<file path="src/rtl/dunit_pipe_ctrl.sv">
// Debug-unit execution controller: gates the pipeline clock-enable for run/step,
// drains the pipeline after HALT and sequences a state dump toward the UART TX path.
module dunit_pipe_ctrl #(
    parameter int unsigned NB_DRAIN     = 4,
    parameter int unsigned NB_CNT       = 3,
    parameter int unsigned N_DUMP_WORDS = 32,
    parameter int unsigned NB_IDX       = 5
) (
    input  logic              i_clk,
    input  logic              i_reset,
    input  logic              i_cmd_valid,
    input  logic [1:0]        i_cmd,
    output logic              o_cmd_ready,
    input  logic              i_halt,
    output logic              o_dunit_clk_en,
    output logic              o_pipe_flush,
    output logic              o_dump_valid,
    output logic [NB_IDX-1:0] o_dump_idx,
    input  logic              i_dump_ready,
    output logic              o_done,
    output logic              o_halted,
    output logic [2:0]        o_state
);

    typedef enum logic [2:0] {
        StIdle  = 3'd0,
        StRun   = 3'd1,
        StStep  = 3'd2,
        StDrain = 3'd3,
        StDump  = 3'd4
    } state_t;

    localparam logic [1:0] CmdRun   = 2'b00;
    localparam logic [1:0] CmdStep  = 2'b01;
    localparam logic [1:0] CmdDump  = 2'b10;
    localparam logic [1:0] CmdFlush = 2'b11;

    localparam logic [NB_CNT-1:0] DrainLoad = NB_CNT'(NB_DRAIN - 1);
    localparam logic [NB_IDX-1:0] LastIdx   = NB_IDX'(N_DUMP_WORDS - 1);

    state_t              state_q;
    logic [NB_CNT-1:0]   cnt_q;
    logic [NB_IDX-1:0]   idx_q;
    logic                clk_en_q;
    logic                flush_q;
    logic                dump_valid_q;
    logic                done_q;
    logic                halted_q;

    always_ff @(posedge i_clk) begin
        if (i_reset) begin
            state_q      <= StIdle;
            cnt_q        <= '0;
            idx_q        <= '0;
            clk_en_q     <= 1'b0;
            flush_q      <= 1'b0;
            dump_valid_q <= 1'b0;
            done_q       <= 1'b0;
            halted_q     <= 1'b0;
        end else begin
            done_q  <= 1'b0;
            flush_q <= 1'b0;
            unique case (state_q)
                StIdle: begin
                    if (i_cmd_valid) begin
                        unique case (i_cmd)
                            CmdRun, CmdStep: begin
                                // A halted program cannot resume until flushed
                                if (halted_q) begin
                                    done_q <= 1'b1;
                                end else begin
                                    state_q  <= (i_cmd == CmdRun) ? StRun : StStep;
                                    clk_en_q <= 1'b1;
                                end
                            end
                            CmdDump: begin
                                state_q      <= StDump;
                                dump_valid_q <= 1'b1;
                                idx_q        <= '0;
                            end
                            CmdFlush: begin
                                flush_q  <= 1'b1;
                                halted_q <= 1'b0;
                                done_q   <= 1'b1;
                            end
                        endcase
                    end
                end
                StRun: begin
                    if (i_halt && clk_en_q) begin
                        state_q <= StDrain;
                        cnt_q   <= DrainLoad;
                    end
                end
                StStep: begin
                    if (i_halt && clk_en_q) begin
                        state_q <= StDrain;
                        cnt_q   <= DrainLoad;
                    end else begin
                        state_q  <= StIdle;
                        clk_en_q <= 1'b0;
                        done_q   <= 1'b1;
                    end
                end
                StDrain: begin
                    if (cnt_q == '0) begin
                        state_q  <= StIdle;
                        clk_en_q <= 1'b0;
                        halted_q <= 1'b1;
                        done_q   <= 1'b1;
                    end else begin
                        cnt_q <= cnt_q - 1'b1;
                    end
                end
                StDump: begin
                    if (i_dump_ready) begin
                        if (idx_q == LastIdx) begin
                            state_q      <= StIdle;
                            dump_valid_q <= 1'b0;
                            idx_q        <= '0;
                            done_q       <= 1'b1;
                        end else begin
                            idx_q <= idx_q + 1'b1;
                        end
                    end
                end
                default: begin
                    state_q      <= StIdle;
                    clk_en_q     <= 1'b0;
                    dump_valid_q <= 1'b0;
                    idx_q        <= '0;
                end
            endcase
        end
    end

    assign o_cmd_ready    = (state_q == StIdle);
    assign o_dunit_clk_en = clk_en_q;
    assign o_pipe_flush   = flush_q;
    assign o_dump_valid   = dump_valid_q;
    assign o_dump_idx     = idx_q;
    assign o_done         = done_q;
    assign o_halted       = halted_q;
    assign o_state        = state_q;

endmodule

</file>
<file path="config.mk">
export PLATFORM = sky130hd
export DESIGN_NAME = dunit_pipe_ctrl
export DESIGN_NICKNAME = d
export VERILOG_FILES = /design/src/rtl/dunit_pipe_ctrl.sv
export SDC_FILE = /design/constraint.sdc
export NUM_CORES = 1
export LEC_CHECK = 0
export BUFFER_PORTS_ARGS = -buffer_cell sky130_fd_sc_hd__buf_4
export CORE_MARGIN = 2
export CORE_UTILIZATION = 55
export CTS_BUF_LIST = sky130_fd_sc_hd__clkbuf_4
export CTS_CLUSTER_SIZE = 14
export DETAILED_ROUTE_END_ITERATION = 8
export PLACE_DENSITY_LB_ADDON = 0.08
export SYNTH_ARGS = -nofsm -noshare
export SYNTH_HDL_FRONTEND = slang
export SYNTH_SLANG_ARGS = --single-unit
</file>
<file path="constraint.sdc">
create_clock -name i_clk -period 2.3 [get_ports i_clk]
set_input_delay 0.345 -clock i_clk [delete_from_list [all_inputs] [get_ports i_clk]]
set_output_delay 0.345 -clock i_clk [all_outputs]
set_load 0.005 [all_outputs]
</file>
== After elaboration in Yosys (flattened, before gate mapping) ==
Cells that the tools add are included.

* Input port bits: 7
* Bits in registers: 16
* Output and inout port bits: 14

* Bitwise gates (word level): 4
* Equality and inequality tests: 22
* Add/sub/neg operators: 2
* Reduce and logical (&&, ||, !) cells: 17
* Multiplexer cells: 41

{| class="wikitable"
|+ Operator list
! cell !! number
|-
| 2-to-1 mux 3 bit || 7
|-
| 2-to-1 mux 5 bit || 4
|-
| 2-to-1 mux 1 bit || 19
|-
| != test 2 bit, second input constant || 8
|-
| case mux 3 bit (5 select lines) || 1
|-
| case mux 5 bit (3 select lines) || 1
|-
| case mux 3 bit (2 select lines) || 2
|-
| != test 2 x 1 -> 1 bit, second input constant || 4
|-
| case mux 1 bit (4 select lines) || 2
|-
| AND reduction 4 bit || 2
|-
| AND reduction 7 bit || 1
|-
| equality test 3 x 2 -> 1 bit, second input constant || 2
|-
| zero test 3 bit || 2
|-
| AND reduction 6 bit || 1
|-
| OR reduction 2 bit || 3
|-
| OR reduction 3 bit || 2
|-
| adder 5 x 1 -> 5 bit, second input constant || 1
|-
| equality test 5 bit, second input constant || 1
|-
| AND reduction 5 bit || 1
|-
| equality test 2 bit, second input constant || 2
|-
| 2-to-1 mux 2 bit || 2
|-
| NOT 1 bit || 4
|-
| case mux 1 bit (2 select lines) || 2
|-
| nonzero test 2 bit || 2
|-
| 10 further kinds || 10
|}

== Longest topological paths before layout ==
Gate-level depths: netlist (run 1).

* Depth after elaboration: 6
* Depth in mapped cells: 8
* Depth with buffers taken out: 8

== Least setup slack after synthesis (run 1) ==
OpenSTA, ideal clock, no wires.

* Kind: register to register
* Start point: register idx_q[0], in the netlist o_dump_idx[0]
* End point: register state_q[0], in the netlist o_state[0]
* Buffers on the path: 0
* Library setup time: 70 ps
* Path slack: 645 ps
* Cell stages (with the launch flop): 9
* Arrival time: 1584 ps
* Cells stage by stage: dfxtp_1 > ha_1 > and3_1 > ha_1 > nand2_1 > a22oi_1 > o211ai_1 > nand3b_1 > a21oi_1

* Word-level cells in the longest chain between the ends: 3

{| class="wikitable"
|+ RTL lines
! element !! line !! text
|-
| from (decl) || 43 || <nowiki>logic [NB_IDX-1:0] idx_q;</nowiki>
|-
| from (signal assigned) || 123 || <nowiki>idx_q <= idx_q + 1'b1;</nowiki>
|-
| equality test 5 bit || 117 || <nowiki>if (idx_q == LastIdx) begin</nowiki>
|-
| != test 2 bit (no source line) || -- ||
|-
| AND reduction 7 bit (no source line) || -- ||
|-
| to (signal assigned) || 107 || <nowiki>state_q <= StIdle;</nowiki>
|-
| to (signal assigned) || 118 || <nowiki>state_q <= StIdle;</nowiki>
|-
| to (signal assigned) || 128 || <nowiki>state_q <= StIdle;</nowiki>
|-
| to (decl) || 41 || <nowiki>state_t state_q;</nowiki>
|}

Every way passes these cells.
A chain may end at the register's enable or synchronous reset.

== Final worst setup path (run 1) ==
Same ends and word-level chain as after synthesis.

==> results of run 1 <==
state kept, by name (all words and copies together), names as in the netlist:
register	flops
o_dunit_clk_en	1
o_state	3
o_dump_idx	5
o_dump_valid	1
o_pipe_flush	1
cnt_q	3
o_halted	1
o_done	1
cell usage after synthesis, types with 2 or more instances:
| master | count |
|---|---|
| a211oi_1 | 2 |
| a21oi_1 | 10 |
| a311oi_1 | 2 |
| a31oi_1 | 2 |
| and3_1 | 2 |
| buf_4 | 2 |
| dfxtp_1 | 16 |
| ha_1 | 4 |
| inv_1 | 5 |
| nand2_1 | 7 |
| nand3_1 | 6 |
| nand3b_1 | 3 |
| nand4_1 | 2 |
| nor2_1 | 8 |
| nor3_1 | 2 |
| nor3_4 | 2 |
| o211ai_1 | 2 |
| o21ai_0 | 4 |
metal layers:
metal,global-route usage (%),wire length (um)
met1,33.00,930
met4,11.76,44
met3,2.400,122
met2,37.14,951
met5,0,0
power breakdown:
group	total, mW	internal, mW	switching (mW)	leakage [nW]
Clock	0.156	0.0632	0.0926	0.0154
Sequential	0.338	0.296	0.0418	0.130
Combinational	0.227	0.110	0.117	0.290
layout make-up:
class,instances,area [um2],share of cell area (%)
Timing Repair Buffer,20,150.1,13.68
Multi-Input combinational cell,79,558.0,50.86
Sequential cell,16,320.3,29.19
Tap cell,16,20.02,1.824
Clock inverter,1,3.754,0.3421
Clock buffer,3,22.52,2.052
Inverter,6,22.52,2.052
cells by family (layout without fill, tap and decap cells):
family / Yosys count / in the layout / synth area share (%)
multiplexers: 1 / 1 / 1.205
flip-flops: 16 / 16 / 34.27
buffers and inverters: 11 / 30 / 6.023
adder cells (fa/ha/maj): 4 / 4 / 5.355
AND/OR/NAND/NOR: 40 / 40 / 25.84
AO/OA/AOI/OAI: 34 / 34 / 27.31
critical path, cell delays in order (launching register included):
cell      delay [ns]
dfxtp_1         0.40
ha_1            0.21
and3_1          0.16
ha_1            0.25
nand2_1         0.09
a22oi_1         0.16
o211ai_1        0.15
nand3b_1        0.20
a21oi_1         0.14
final timing paths:
kind	startpoint	to	slack [ns]
max reg2reg	o_dump_idx[0]	o_state[0]	0.47
min reg2reg	o_dump_valid	o_dump_valid	0.49
max	o_dump_idx[0]	o_state[0]	0.47
min	i_reset	o_dump_idx[0]	0.34
==> impl_metrics.ini, run 1 <==
[synthesis]
synth-seq-area-share_pct = 34.27
yosys_warnings = 0
ys_ff_latch = 16
netlist.area_leader.share_pct = 34.27
synthesis.instances = 106
synth.avg_cell_area_um2 = 8.817
synth-main-ff-cell = dfxtp_1
yosysTopAreaCell = dfxtp_1
synth_top_cells_by_area = dfxtp_1 34%, a21oi_1 5.4%, ha_1 5.4%
syn-num-nets = 117
area_of_the_mapped_netlist_um2 = 934.6
synth_edf_count = 0
yosysUniqueCellTypes = 43
postSynth.asyncResetShare_pct = 0

[clock_network]
cts-hold-fix-buffers = 0
cts_tree = yes
clk_transition_reported_paths_ns = 0.09
clock_sinks = 16
insertion_delay_to_the_later_sink_of_the_worst_skew_pair_ns = 0.29
cts_buffers = 3
clk_path_buf_depth = 2
ctsRootBufferMaster = clkbuf_4
cts_max_level = 1
cts.repair_timing.setup_buffer_count = 0
postCtsResizedCells = 0

[timing]
final-hold-violation-count = 0
minimum_period_implied_by_the_final_worst_setup_slack_ns = 1.828
max_slew_margin_pct = 62.92
worst_slew_pin_slew_ns = 0.5554
timing.fmax_mhz = 546.9
finalCritPeriodShare_pct = 79.50
rsz0062_at_grt = false
fin_hold_ws_ns = 0.3352
clock_skew_ns = 0.002207
timing.setup.tns_ns = 0
setup_slack_ns = 0.4716
timing_max_transition_violations_final = 0
setup_violations = 0

[placement]
dp.cells = 137
detailed_place.area_um2 = 1071
detailedPlace.worstSlack_ns = 0.4955
detailed_place_hpwl_mm = 1.503
place_congestion = 0.8241
numPortBuffers = 20

[worst_hold_path]
hold_path_class = in2reg
holdPathStages = 2

[critical_path]
required_time_of_the_critical_path_ns = 2.53
cp_data_arrival_time_ns = 2.06
criticalPathCategory = reg2reg
crit_fanout = 5
reg2reg_depth = 8
crit_path_start_kind = flop
worst_setup_path_end_kind = flop

[power]
ir_drop_mv = 0.3728
total_leakage_power_nw = 0.4353
design_power_total_uw = 721.0
power.density_cell_area_nw_per_um2 = 657.0

[cells_and_area]
layout.cells.most_common = buf_4
layout.cells.non_filler = 141
layout_common_cells = 20 x buf_4, 16 x dfxtp_1, 10 x a21oi_1
finished_core_util_pct = 71.19
design.final.nets = 137
post_route_cell_area_um2 = 1097
num-fill-cells = 129
layout-drive-gt1-share_pct = 25.60
flow.area_growth_from_synthesis_pct = 17.40
num_antenna_cells = 0

[floorplan]
ioPinCount = 21
core-area_um2 = 1541
start_util_pct = 60.63
floorplan.die.width_um = 45.23
die_area_um2 = 2045
std_cell_rows = 14
fp.dieH_um = 45.23

[route]
detail_route.wirelength_mm = 2.048
detail_route.drc_violations = 0
drtAntennaViolNets = 0
vias = 892
vias_per_cell = 6.326
routedWlPerCell_um = 14.52
drt_pre_antenna_iters = 4
drt_first_iter_violations = 41

[grt]
antenna_found_initial = 0
first_pass_grt_wire_length_mm = 3.588
grt_max_degree = 17
groute.usage.overall_pct = 23.92
vias_in_the_first_global_route = 817
gr-total-overflow = 0

[run]
max_cap_violations = 0

[run_status]
run_status = finished, final reports clean
No activity file was read; power rests on OpenSTA's default activity.
==> run 2, diff against run 1 <==
Settings changed: CORE_UTILIZATION 55 to 49.
Clock period 2.3 ns to 1.6 ns, I/O delays scaled along.
==> run 2 against run 1 <==
  * Clock skew grew 0.0011 ns
  * First-iteration DRC count decreased by 29%
  * Hold slack got worse by 0.10 ns
  * Critical path depth is the same
  * Critical endpoint unchanged
  * Largest cell class unchanged
==> impl_metrics.ini, run 2 (synthesized netlist as in run 1, its figures left out) <==
[timing]
finalCritPeriodShare_pct = 99.91
timing.fmax_mhz = 625.6
clock_skew_ns = 0.003348
rsz0062_at_grt = true
final-hold-violation-count = 0
setup_violations = 0
minimum_period_implied_by_the_final_worst_setup_slack_ns = 1.599
max_slew_margin_pct = 79.48
setup_slack_ns = 0.001445
timing_max_transition_violations_final = 0
timing.setup.tns_ns = 0
worst_slew_pin_slew_ns = 0.3068

[clock_network]
clk_transition_reported_paths_ns = 0.10
cts_buffers = 3
cts-hold-fix-buffers = 0
insertion_delay_to_the_later_sink_of_the_worst_skew_pair_ns = 0.29
ctsRootBufferMaster = clkbuf_4
cts_tree = yes
clock_sinks = 16
clk_path_buf_depth = 2
cts_max_level = 1

[floorplan]
die_area_um2 = 2273
ioPinCount = 21
core-area_um2 = 1764
floorplan.die.width_um = 47.68
start_util_pct = 52.98
fp.dieH_um = 47.68
std_cell_rows = 15

[route]
vias_per_cell = 5.958
drtAntennaViolNets = 0
detail_route.drc_violations = 0
drt_first_iter_violations = 29
routedWlPerCell_um = 14.90
vias = 983
drt_pre_antenna_iters = 4
detail_route.wirelength_mm = 2.459

[grt]
groute.usage.overall_pct = 24.98
grt_max_degree = 17
first_pass_grt_wire_length_mm = 3.912
vias_in_the_first_global_route = 878
gr-total-overflow = 0
antenna_found_initial = 0

[power]
design_power_total_mw = 1.158
total_leakage_power_nw = 0.5142
power.density_cell_area_nw_per_um2 = 885.6
ir_drop_mv = 0.6593

[critical_path]
cp_data_arrival_time_ns = 1.82
cpMaxStageDelayCell = dfxtp_2
worst_setup_path_end_kind = flop
required_time_of_the_critical_path_ns = 1.83
crit_chain = ha_4 > and3_4 > ha_4 > nand2_1 > a22oi_2 > o211ai_1 > nand3b_1 > a21oi_2
crit_path_start_kind = flop
critPathMaxStageDelay_ns = 0.37
criticalPathCategory = reg2reg
crit_fanout = 3
timing.critical_path.mode_cell = ha_4

[run]
max_cap_violations = 0

[worst_hold_path]
hold_path_class = in2reg

[run_status]
run_status = finished, final reports clean

[placement]
detailed_place_hpwl_mm = 1.751
detailed_place.area_um2 = 1197
place_congestion = 0.8174
numPortBuffers = 20
detailedPlace.worstSlack_ns = -0.05618

[cells_and_area]
flow.area_growth_from_synthesis_pct = 39.89
layout.cells.most_common = buf_4
largest_register_ff_count = 5
layout-drive-gt1-share_pct = 42.86
num_antenna_cells = 0
sequential_cell_area_um2 = 326.6
area_of_the_multi_input_gates_um2 = 621.8
layout_common_cells = 33 x buf_4, 11 x dfxtp_1, 8 x a21oi_1, 8 x nor2_1, 7 x nand2_1
num-fill-cells = 142
design.final.nets = 152
post_route_cell_area_um2 = 1308
[run 2: cell types whose count changed in the layout (fill, tap and decap cells not counted), sizes merged]
cell	before	now
buf	20	35
[run 2: cell type report]
cell class | instances | area share [%]
Inverter | 6 | 1.722
Timing Repair Buffer | 35 | 21.34
Clock buffer | 3 | 1.722
Clock inverter | 1 | 0.2871
Multi-Input combinational cell | 79 | 47.56
Sequential cell | 16 | 24.98
Tap cell | 25 | 2.392
[run 2: report_power, final]
part	switching [mW]	total, mW	internal [mW]
combinational	0.220	0.454	0.234
sequential	0.0506	0.480	0.429
clock	0.134	0.224	0.0907
[run 2: final timing paths]
check                startpoint             to  slack (ns)  depth (start not counted)
setup / recovery  o_dump_idx[0]     o_state[0]       0.001                          8
hold / removal          i_reset  o_dump_idx[0]        0.24                          2
setup reg to reg  o_dump_idx[0]     o_state[0]       0.001                          8
hold reg to reg        cnt_q[0]       cnt_q[0]        0.46                          1
[run 2: stage by stage]
step	hold slack (ns)	instances	util [%]
global placement	0.4678	158	67.87
global route	0.2503	165	74.11
CTS	0.2416	164	71.63
finish	0.2355	165	74.11
floorplan	0.4005	106	-
detailed placement	0.4695	158	67.87
[run 2: repair_timing]
item                                    CTS  global route
endpoints found under the setup margin    8            13
pin swaps                                 7            10
resized for setup                         7             8
setup buffers                             2             1
cloned                                    0             0
[run 2: layer usage]
layer  part of all wire (%)  routed length (um)  GRT usage (%)
met1                     45                1099          32.49
met2                     47                1148          40.00
met3                    6.7                 164          5.283
met4                    1.9                  46          10.81
met5                      0                   0              0
[run 2: worst max-delay path: cells and delay by family (launching register included)]
kind / cells / cell delay [ns]
AOI/OAI and AO/OA: 3 / 0.43
adders and majority gates: 2 / 0.26
DFF: 1 / 0.37
and+or+nand+nor: 3 / 0.47
